[src/rtl/joltage_select_sum.sv]
// Streaming "largest K-digit subsequence" selector with a running sum.
// Each lane j holds the best j-digit value seen so far in the current line.

module jss_lane #(
  parameter int VAL_W = 40,
  parameter int KW    = 4,
  parameter int IDX   = 0
)(
  input  logic [VAL_W-1:0] prev,
  input  logic [VAL_W-1:0] cur,
  input  logic [3:0]       d,
  input  logic [KW-1:0]    cnt,
  output logic [VAL_W-1:0] nxt
);
  logic [VAL_W-1:0] cand;

  // prev is only meaningful once IDX digits have already been consumed
  always_comb begin
    cand = (prev << 3) + (prev << 1) + VAL_W'(d);
    nxt  = (cnt >= KW'(IDX) && cand > cur) ? cand : cur;
  end
endmodule

module joltage_select_sum #(
  parameter int MAX_K = 12,
  parameter int VAL_W = 40,
  parameter int SUM_W = 64,
  parameter int CNT_W = 32,
  localparam int KW   = $clog2(MAX_K+1)
)(
  input  logic             clk,
  input  logic             rst_n,
  input  logic [KW-1:0]    k_sel,
  input  logic [3:0]       in_digit,
  input  logic             in_last,
  input  logic             in_valid,
  output logic             in_ready,
  input  logic             sum_clr,
  output logic             line_valid,
  output logic [VAL_W-1:0] line_value,
  output logic             line_short,
  output logic [SUM_W-1:0] sum_out,
  output logic [CNT_W-1:0] lines_done,
  output logic [2:0]       error
);
  localparam int EW = ((SUM_W > VAL_W) ? SUM_W : VAL_W) + 1;

  typedef enum logic {RUN, FINAL} state_t;
  state_t state, state_nxt;

  logic [MAX_K-1:0][VAL_W-1:0] best_q, best_nxt, prev_v;
  logic [KW-1:0]    cnt, k_r;
  logic             live, in_line;
  logic             acc, fin, dig_ok, k_ok, short_l;
  logic [VAL_W-1:0] sel_val;
  logic [EW-1:0]    add_w;
  logic [2:0]       err_set;

  assign prev_v = {best_q[MAX_K-2:0], VAL_W'(0)};

  for (genvar i = 0; i < MAX_K; i++) begin : g_lane
    jss_lane #(.VAL_W(VAL_W), .KW(KW), .IDX(i)) u_lane (
      .prev (prev_v[i]),
      .cur  (best_q[i]),
      .d    (in_digit),
      .cnt  (cnt),
      .nxt  (best_nxt[i])
    );
  end

  // live keeps in_ready low while reset is asserted and for the edge that releases it
  assign in_ready = live && (state == RUN);
  assign acc      = in_valid && in_ready;
  assign fin      = (state == FINAL);
  assign dig_ok   = (in_digit <= 4'd9);
  assign k_ok     = (k_sel != '0) && (k_sel <= KW'(MAX_K));
  assign short_l  = (cnt < k_r);

  always_comb begin
    sel_val = '0;
    for (int i = 0; i < MAX_K; i++)
      if (k_r == KW'(i+1)) sel_val = best_q[i];
  end

  assign line_valid = fin;
  assign line_short = fin && short_l;
  assign line_value = (fin && !short_l) ? sel_val : '0;

  // Widened add so a carry is visible even when VAL_W exceeds SUM_W
  assign add_w   = EW'(sum_out) + EW'(line_value);
  assign err_set = {fin && !short_l && (|add_w[EW-1:SUM_W]),
                    (fin && short_l) || (acc && !in_line && !k_ok),
                    acc && !dig_ok};

  always_ff @(posedge clk or negedge rst_n)
    if (!rst_n) state <= RUN;
    else        state <= state_nxt;

  always_comb begin
    state_nxt = state;
    case (state)
      RUN:     if (acc && in_last) state_nxt = FINAL;
      FINAL:   state_nxt = RUN;
      default: state_nxt = RUN;
    endcase
  end

  always_ff @(posedge clk or negedge rst_n) begin
    if (!rst_n) begin
      live    <= 1'b0;
      in_line <= 1'b0;
      best_q  <= '0;
      cnt     <= '0;
      k_r     <= '0;
    end else begin
      live <= 1'b1;
      if (acc) begin
        if (!in_line) k_r <= k_ok ? k_sel : KW'(MAX_K);
        in_line <= !in_last;
        if (dig_ok) begin
          best_q <= best_nxt;
          if (cnt != KW'(MAX_K)) cnt <= cnt + 1'b1;
        end
      end
      if (fin) begin
        best_q <= '0;
        cnt    <= '0;
      end
    end
  end

  // Clear has priority over everything the FINAL cycle would record
  always_ff @(posedge clk or negedge rst_n) begin
    if (!rst_n) begin
      sum_out    <= '0;
      lines_done <= '0;
      error      <= '0;
    end else if (sum_clr) begin
      sum_out    <= '0;
      lines_done <= '0;
      error      <= '0;
    end else begin
      error <= error | err_set;
      if (fin) lines_done <= lines_done + 1'b1;
      if (fin && !short_l) sum_out <= add_w[SUM_W-1:0];
    end
  end
endmodule

[config.mk]
export PLATFORM = sky130hd
export DESIGN_NAME = joltage_select_sum
export DESIGN_NICKNAME = d
export VERILOG_FILES = /design/src/rtl/joltage_select_sum.sv
export SDC_FILE = /design/constraint.sdc
export NUM_CORES = 2
export LEC_CHECK = 0
export ABC_AREA = 1
export CORE_UTILIZATION = 25
export CTS_BUF_LIST = sky130_fd_sc_hd__clkbuf_4 sky130_fd_sc_hd__clkbuf_8
export DETAILED_ROUTE_END_ITERATION = 7
export GPL_ROUTABILITY_DRIVEN = 0
export SYNTH_ARGS = -nofsm -noshare
export SYNTH_HDL_FRONTEND = slang
export SYNTH_HIERARCHICAL = 1
export SYNTH_SLANG_ARGS = --single-unit
export TNS_END_PERCENT = 30
[constraint.sdc]
create_clock -name clk -period 5.25 [get_ports clk]
set_clock_uncertainty 0.1 [all_clocks]
set_input_delay 1.3125 -clock clk [delete_from_list [all_inputs] [get_ports clk]]
set_output_delay 1.3125 -clock clk [all_outputs]
set_load 0.005 [all_outputs]
Word-level counts from Yosys, hierarchy flattened:

Index checks and enable logic that the tools add are counted.

* $add $sub $neg: 25
* order comparisons: 27
* divide/modulo/power cells: 0
* $mul: 0
* equal/unequal tests: 13
* bitwise operators: 3
* reductions and logical operators: 60
* shift operators: 0
* mux-type cells: 40

Operators with widths (count)
* $mux 480: 3
* $mux 40: 25
* $add 40x4->40: 11
* $add 40x40->40: 11
* $gt 40x40->1: 11
* $mux 64: 2
* $add 64x40->65: 1
* $mux 32: 2
* $gt 4x40->1: 1
* $reduce_and 3->1: 13
* $reduce_bool 2->1: 17
* $add 32x1->32 const B: 1
* $logic_and 1x1->1: 22
* $eq 4x4->1 const B: 5
* $mux 4: 5
* $eq 4x3->1 const B: 4
* $ge 4x3->1 const B: 4
* $ge 4x4->1 const B: 4
* $eq 4x2->1 const B: 2
* $ge 4x1->1 const B: 2
* $ge 4x2->1 const B: 2
* $le 4x4->1 const B: 2
* $logic_not 1->1: 5
* $add 4x1->4 const B: 1
* other kinds (11): 12

* bits in read-only memories: 0
* memories kept: 0
* bits in registers: 590
* latch bits: 0
* logic and storage cells: 188
* RAM bits: 0

Logic depth before layout (Yosys ltp):

* depth in word-level cells: 18
* depth in mapped cells: 32
* gate-level depth less buffers: 30

Hierarchy:

Netlist, hierarchy kept.

By module, submodules not included
* joltage_select_sum: area each 30628.1 um^2, seq. area each 14764.2 um^2, times used 1, cells each 3912
* jss_lane at g_lane[7].u_lane ...: area each 4885.9 um^2, seq. area each 0.0 um^2, times used 2, cells each 917
* jss_lane at g_lane[2].u_lane: area each 5017.3 um^2, seq. area each 0.0 um^2, times used 1, cells each 902
* jss_lane at g_lane[3].u_lane: area each 4994.8 um^2, seq. area each 0.0 um^2, times used 1, cells each 903
* jss_lane at g_lane[0].u_lane: area each 4972.3 um^2, seq. area each 0.0 um^2, times used 1, cells each 921
* jss_lane at g_lane[1].u_lane: area each 4939.7 um^2, seq. area each 0.0 um^2, times used 1, cells each 928
* jss_lane at g_lane[10].u_lane: area each 4932.2 um^2, seq. area each 0.0 um^2, times used 1, cells each 941
* jss_lane at g_lane[4].u_lane: area each 4932.2 um^2, seq. area each 0.0 um^2, times used 1, cells each 938
* jss_lane at g_lane[11].u_lane: area each 4922.2 um^2, seq. area each 0.0 um^2, times used 1, cells each 931
* jss_lane at g_lane[5].u_lane: area each 4889.7 um^2, seq. area each 0.0 um^2, times used 1, cells each 919
* jss_lane at g_lane[6].u_lane: area each 4880.9 um^2, seq. area each 0.0 um^2, times used 1, cells each 916
* jss_lane at g_lane[8].u_lane: area each 4878.4 um^2, seq. area each 0.0 um^2, times used 1, cells each 919

Least setup slack after synthesis:

Ideal clock, no wire load.

* path kind: in2reg
* start point: input in_digit[3]
* end point: register best_q[52] in the netlist's numbering
* data arrival time: 4.702 ns
* slack: 0.327 ns
* stages: 25
* library setup time: 0.121 ns
* data required time: 5.029 ns
* cells stage by stage: fa_1 inv_1 fa_1 inv_1 nand3_1 nand3_1 nand2_1 nand2_1 nand2_1 nand2_1 nand3_1 nand3_1 nand2_1 ha_1 nand2_1 nor2_1 nand2_1 nor2_1 nand3_1 nor2_1 nor2_1 a21oi_4 buf_2 o21ai_0 a22o_1

RTL lines
* start, declared: RTL line 34 `input logic [3:0] in_digit,`
* end signal, assigned: RTL line 121 `best_q <= best_nxt;`
* end, declared: RTL line 51 `logic [MAX_K-1:0][VAL_W-1:0] best_q, best_nxt, prev_v;`

Worst setup path in the final report:

* start point: register k_r[1]
* end point: output line_value[10]

* longest elaborated chain between the ends: 14
* elaborated cells on any way between the ends: 28

RTL lines
* start, declared: RTL line 52 `logic [KW-1:0] cnt, k_r;`
* start signal, assigned: RTL line 118 `if (!in_line) k_r <= k_ok ? k_sel : KW'(MAX_K);`
* $eq 4x1->1: RTL line 82 `if (k_r == KW'(i+1)) sel_val = best_q[i];`
* $mux 40 (12 in series): RTL line 82
* $mux 40 (*): RTL line 87 `assign line_value = (fin && !short_l) ? sel_val : '0;`
* end, declared: RTL line 40 `output logic [VAL_W-1:0] line_value,`

Mark *: on every way between the ends. The rest lies on a longest branch, timed or not.

==> metrics.cfg <==
[run_status]
status=finished with violations
violations=negative setup slack

[detailed_routing]
via_per_inst=4.70
wl_per_cell_um=16.5
routed_wl_um=345000
ant_nets=0
dr.pass1.iters=7
num_vias=98000
drc_errors=0
drt_iter0_markers=9101

[floorplanning]
core_um2=356000
num_rows=219
die_w_um=601
ios=155
fp.dieH_um=601
die-area_um2=361000
start_util_pct=25.2

[hold_path]
hold_path_class=in2async

[power]
leakage_nw=61.1
power_mw=44.2
vdd_ir_drop_max_mv=0.854
power_density_nw_per_um2=408

[critical_path]
cp_cell_sequence=inv_2, nor2_1, buf_4, nand2_2, buf_12, buf_12, o21ai_1, nor2_2, nand4_1, nand2_2, nand4_1, nor2_2, nor2_4, buf_6
cp_max_fo=13
crit_family=simple AND/OR/NAND/NOR gates
r2r_start=best_q[400]$_DFFE_PN0P_
cp-start-kind=register
worst_ep_arrival_time_ps=3910
crit_cells=14
reg2reg_depth=24
cp_num_buf_inv=5
max_stage_delay_ps=460
cpMaxStageDelayCell=dfrtp_2
critPathKind=reg2out
cp-startpoint=k_r[1]$_DFFE_PN0P_
reg2reg_slack_ps=330
required_ps=3840
cp-end-kind=output pin

[timing]
period_minus_slack_ps=5320
setup-tns-final_ps=-184
rsz0062_at_grt=true
worstMarginPinSlew_ps=1210
fin_crit_sh_pct=101
setup_viol=7
max-slew-margin-rel_pct=19.2
finalHoldWorstSlack_ps=254
fmax_ghz=0.188
fin_ws_ps=-72.3
hold_viol=0
maxSlewViolCount=0

[placement]
dp_cells=20600
io_buffers=154
place_ws_ps=-669
dpl.hpwl_um=285000
placed_area_um2=103000

[synth]
synth-edff-count=0
yosys.cell_types.count=63
syn_area_um2=89800
yosysSeqAreaShare_pct=16.4
yosys_warnings=6
avgSynthCellArea_um2=6.00
synthFlopType=dfrtp_1
syn_inst=15000
ys_async_sr_fraction_pct=100
ys_ff_latch=590

[finish]
n_fill_cell=39600
nNetsFinal=17500
area_growth_pct=20.5
multiInputGateArea_um2=64800
final_cells=20900
finalInstanceArea_um2=108000
seqCellArea_um2=14800
drive_gt1_share_pct=10.3
utilization_pct=30.4

[clock_tree]
clk_latency_ps=970
cts-buffers-inserted=139
cts_root_buffer=clkbuf_8
cts_max_path_buffers=4
cts_hold_buf=0
cts-htree-levels=4
clkSinkCount=590
path_clk_slew_ps=60
cts_tree=yes

[global_routing]
grt_max_degree=181
grt_first_pass_wirelength_um=529000
antenna_found_initial=3
grt.overflow.total=0
grtUsageTotal_pct=18.5
grt_pass1_vias=91000

[job]
maxCapViolCount=0

-- power breakdown --
group	internal [mW]	leakage, nW	switching [mW]
sequential	5.30	8.14	1.57
clock	3.85	1.66	2.72
combinational	12.0	51.3	18.8
-- cells in the final DEF (no fill, tap or decap), types with 53 or more instances in the layout --
cell type	n
nand3_1	602
nand2_1	5286
buf_4	856
nand4_1	181
conb_1	77
nor3_1	114
o21ai_1	151
a21oi_1	623
nor2_1	1186
nor2_2	57
o21ai_0	696
a22o_1	267
buf_12	53
clkbuf_8	179
nor2_4	55
clkdlybuf4s50_1	115
xor2_1	230
o21ai_2	107
dfrtp_1	586
and2_1	56
ha_1	1414
inv_1	2633
-- cells in the mapped netlist, drive strengths merged, types with 11 or more instances --
master  instances  area share, %
fa             25           0.56
and2           60           0.42
nand4         181            1.3
nor2         1299            5.5
nor3          119           0.69
clkbuf         60           0.25
dfrtp         590             16
nor4           18           0.13
xnor2          52           0.51
nand3         642            3.7
xor2          230            2.2
or2            19           0.13
inv          2681             11
o21ai         960            5.7
a21o           30           0.25
a22o          267            2.6
a31oi          11          0.077
ha           1414             20
nand2        5351             22
o21bai         49           0.41
a21oi         656            3.7
buf           206            1.6
-- flip-flops by register name, summed over array words and instances (netlist names) --
register and cells:
cnt 4, sum_out 64, line_valid 1, k_r 4, in_line 1, live 1
best_q 480, lines_done 32, error 3
-- layer usage --
metal | GRT usage, % | share of wire (%)
met5 | 0 | 0
met1 | 24.5 | 44
met3 | 2.39 | 7.0
met2 | 29.7 | 44
met4 | 8.73 | 5.3
-- cell type report --
type	instances	share of cell area (%)
multi-input combinational	11500	59.9
sequential	590	13.7
inverter	2681	9.35
timing repair buffer	1098	8.70
tap	4751	5.49
clock buffer	215	2.53
clock inverter	27	0.411
antenna	3	0.00694
-- path summary, 6_finish.rpt --
path	to
min in group clk	in_line$_DFFE_PN0P_
max	line_value[10]
max reg2reg	best_q[466]$_DFFE_PN0P_
max in group asynchronous	best_q[30]$_DFFE_PN0P_
min reg2reg	in_line$_DFFE_PN0P_
min	lines_done[17]$_DFFE_PN0P_
-- cell families (layout without fill, tap and decap cells) --
logic type	Yosys count	count (layout)	share of synthesized area (%)
adder cells (fa/ha/maj)	1439	1439	20.3
AND/OR/NAND/NOR	7708	7708	34.4
XOR/XNOR	282	282	2.75
other	2	80	0.00837
AO/OA/AOI/OAI	1996	1996	13.0
flip-flops	590	590	16.4
buffers and inverters	2947	4021	13.1
-- repair_timing --
item / in CTS / in global routing
setup buffers: 6 / 9
gates cloned: 2 / 1
gates resized for setup: 404 / 98
endpoints found under the setup margin: 52 / 72
pin swaps: 90 / 46
No activity file was read; power rests on OpenSTA's default activity.
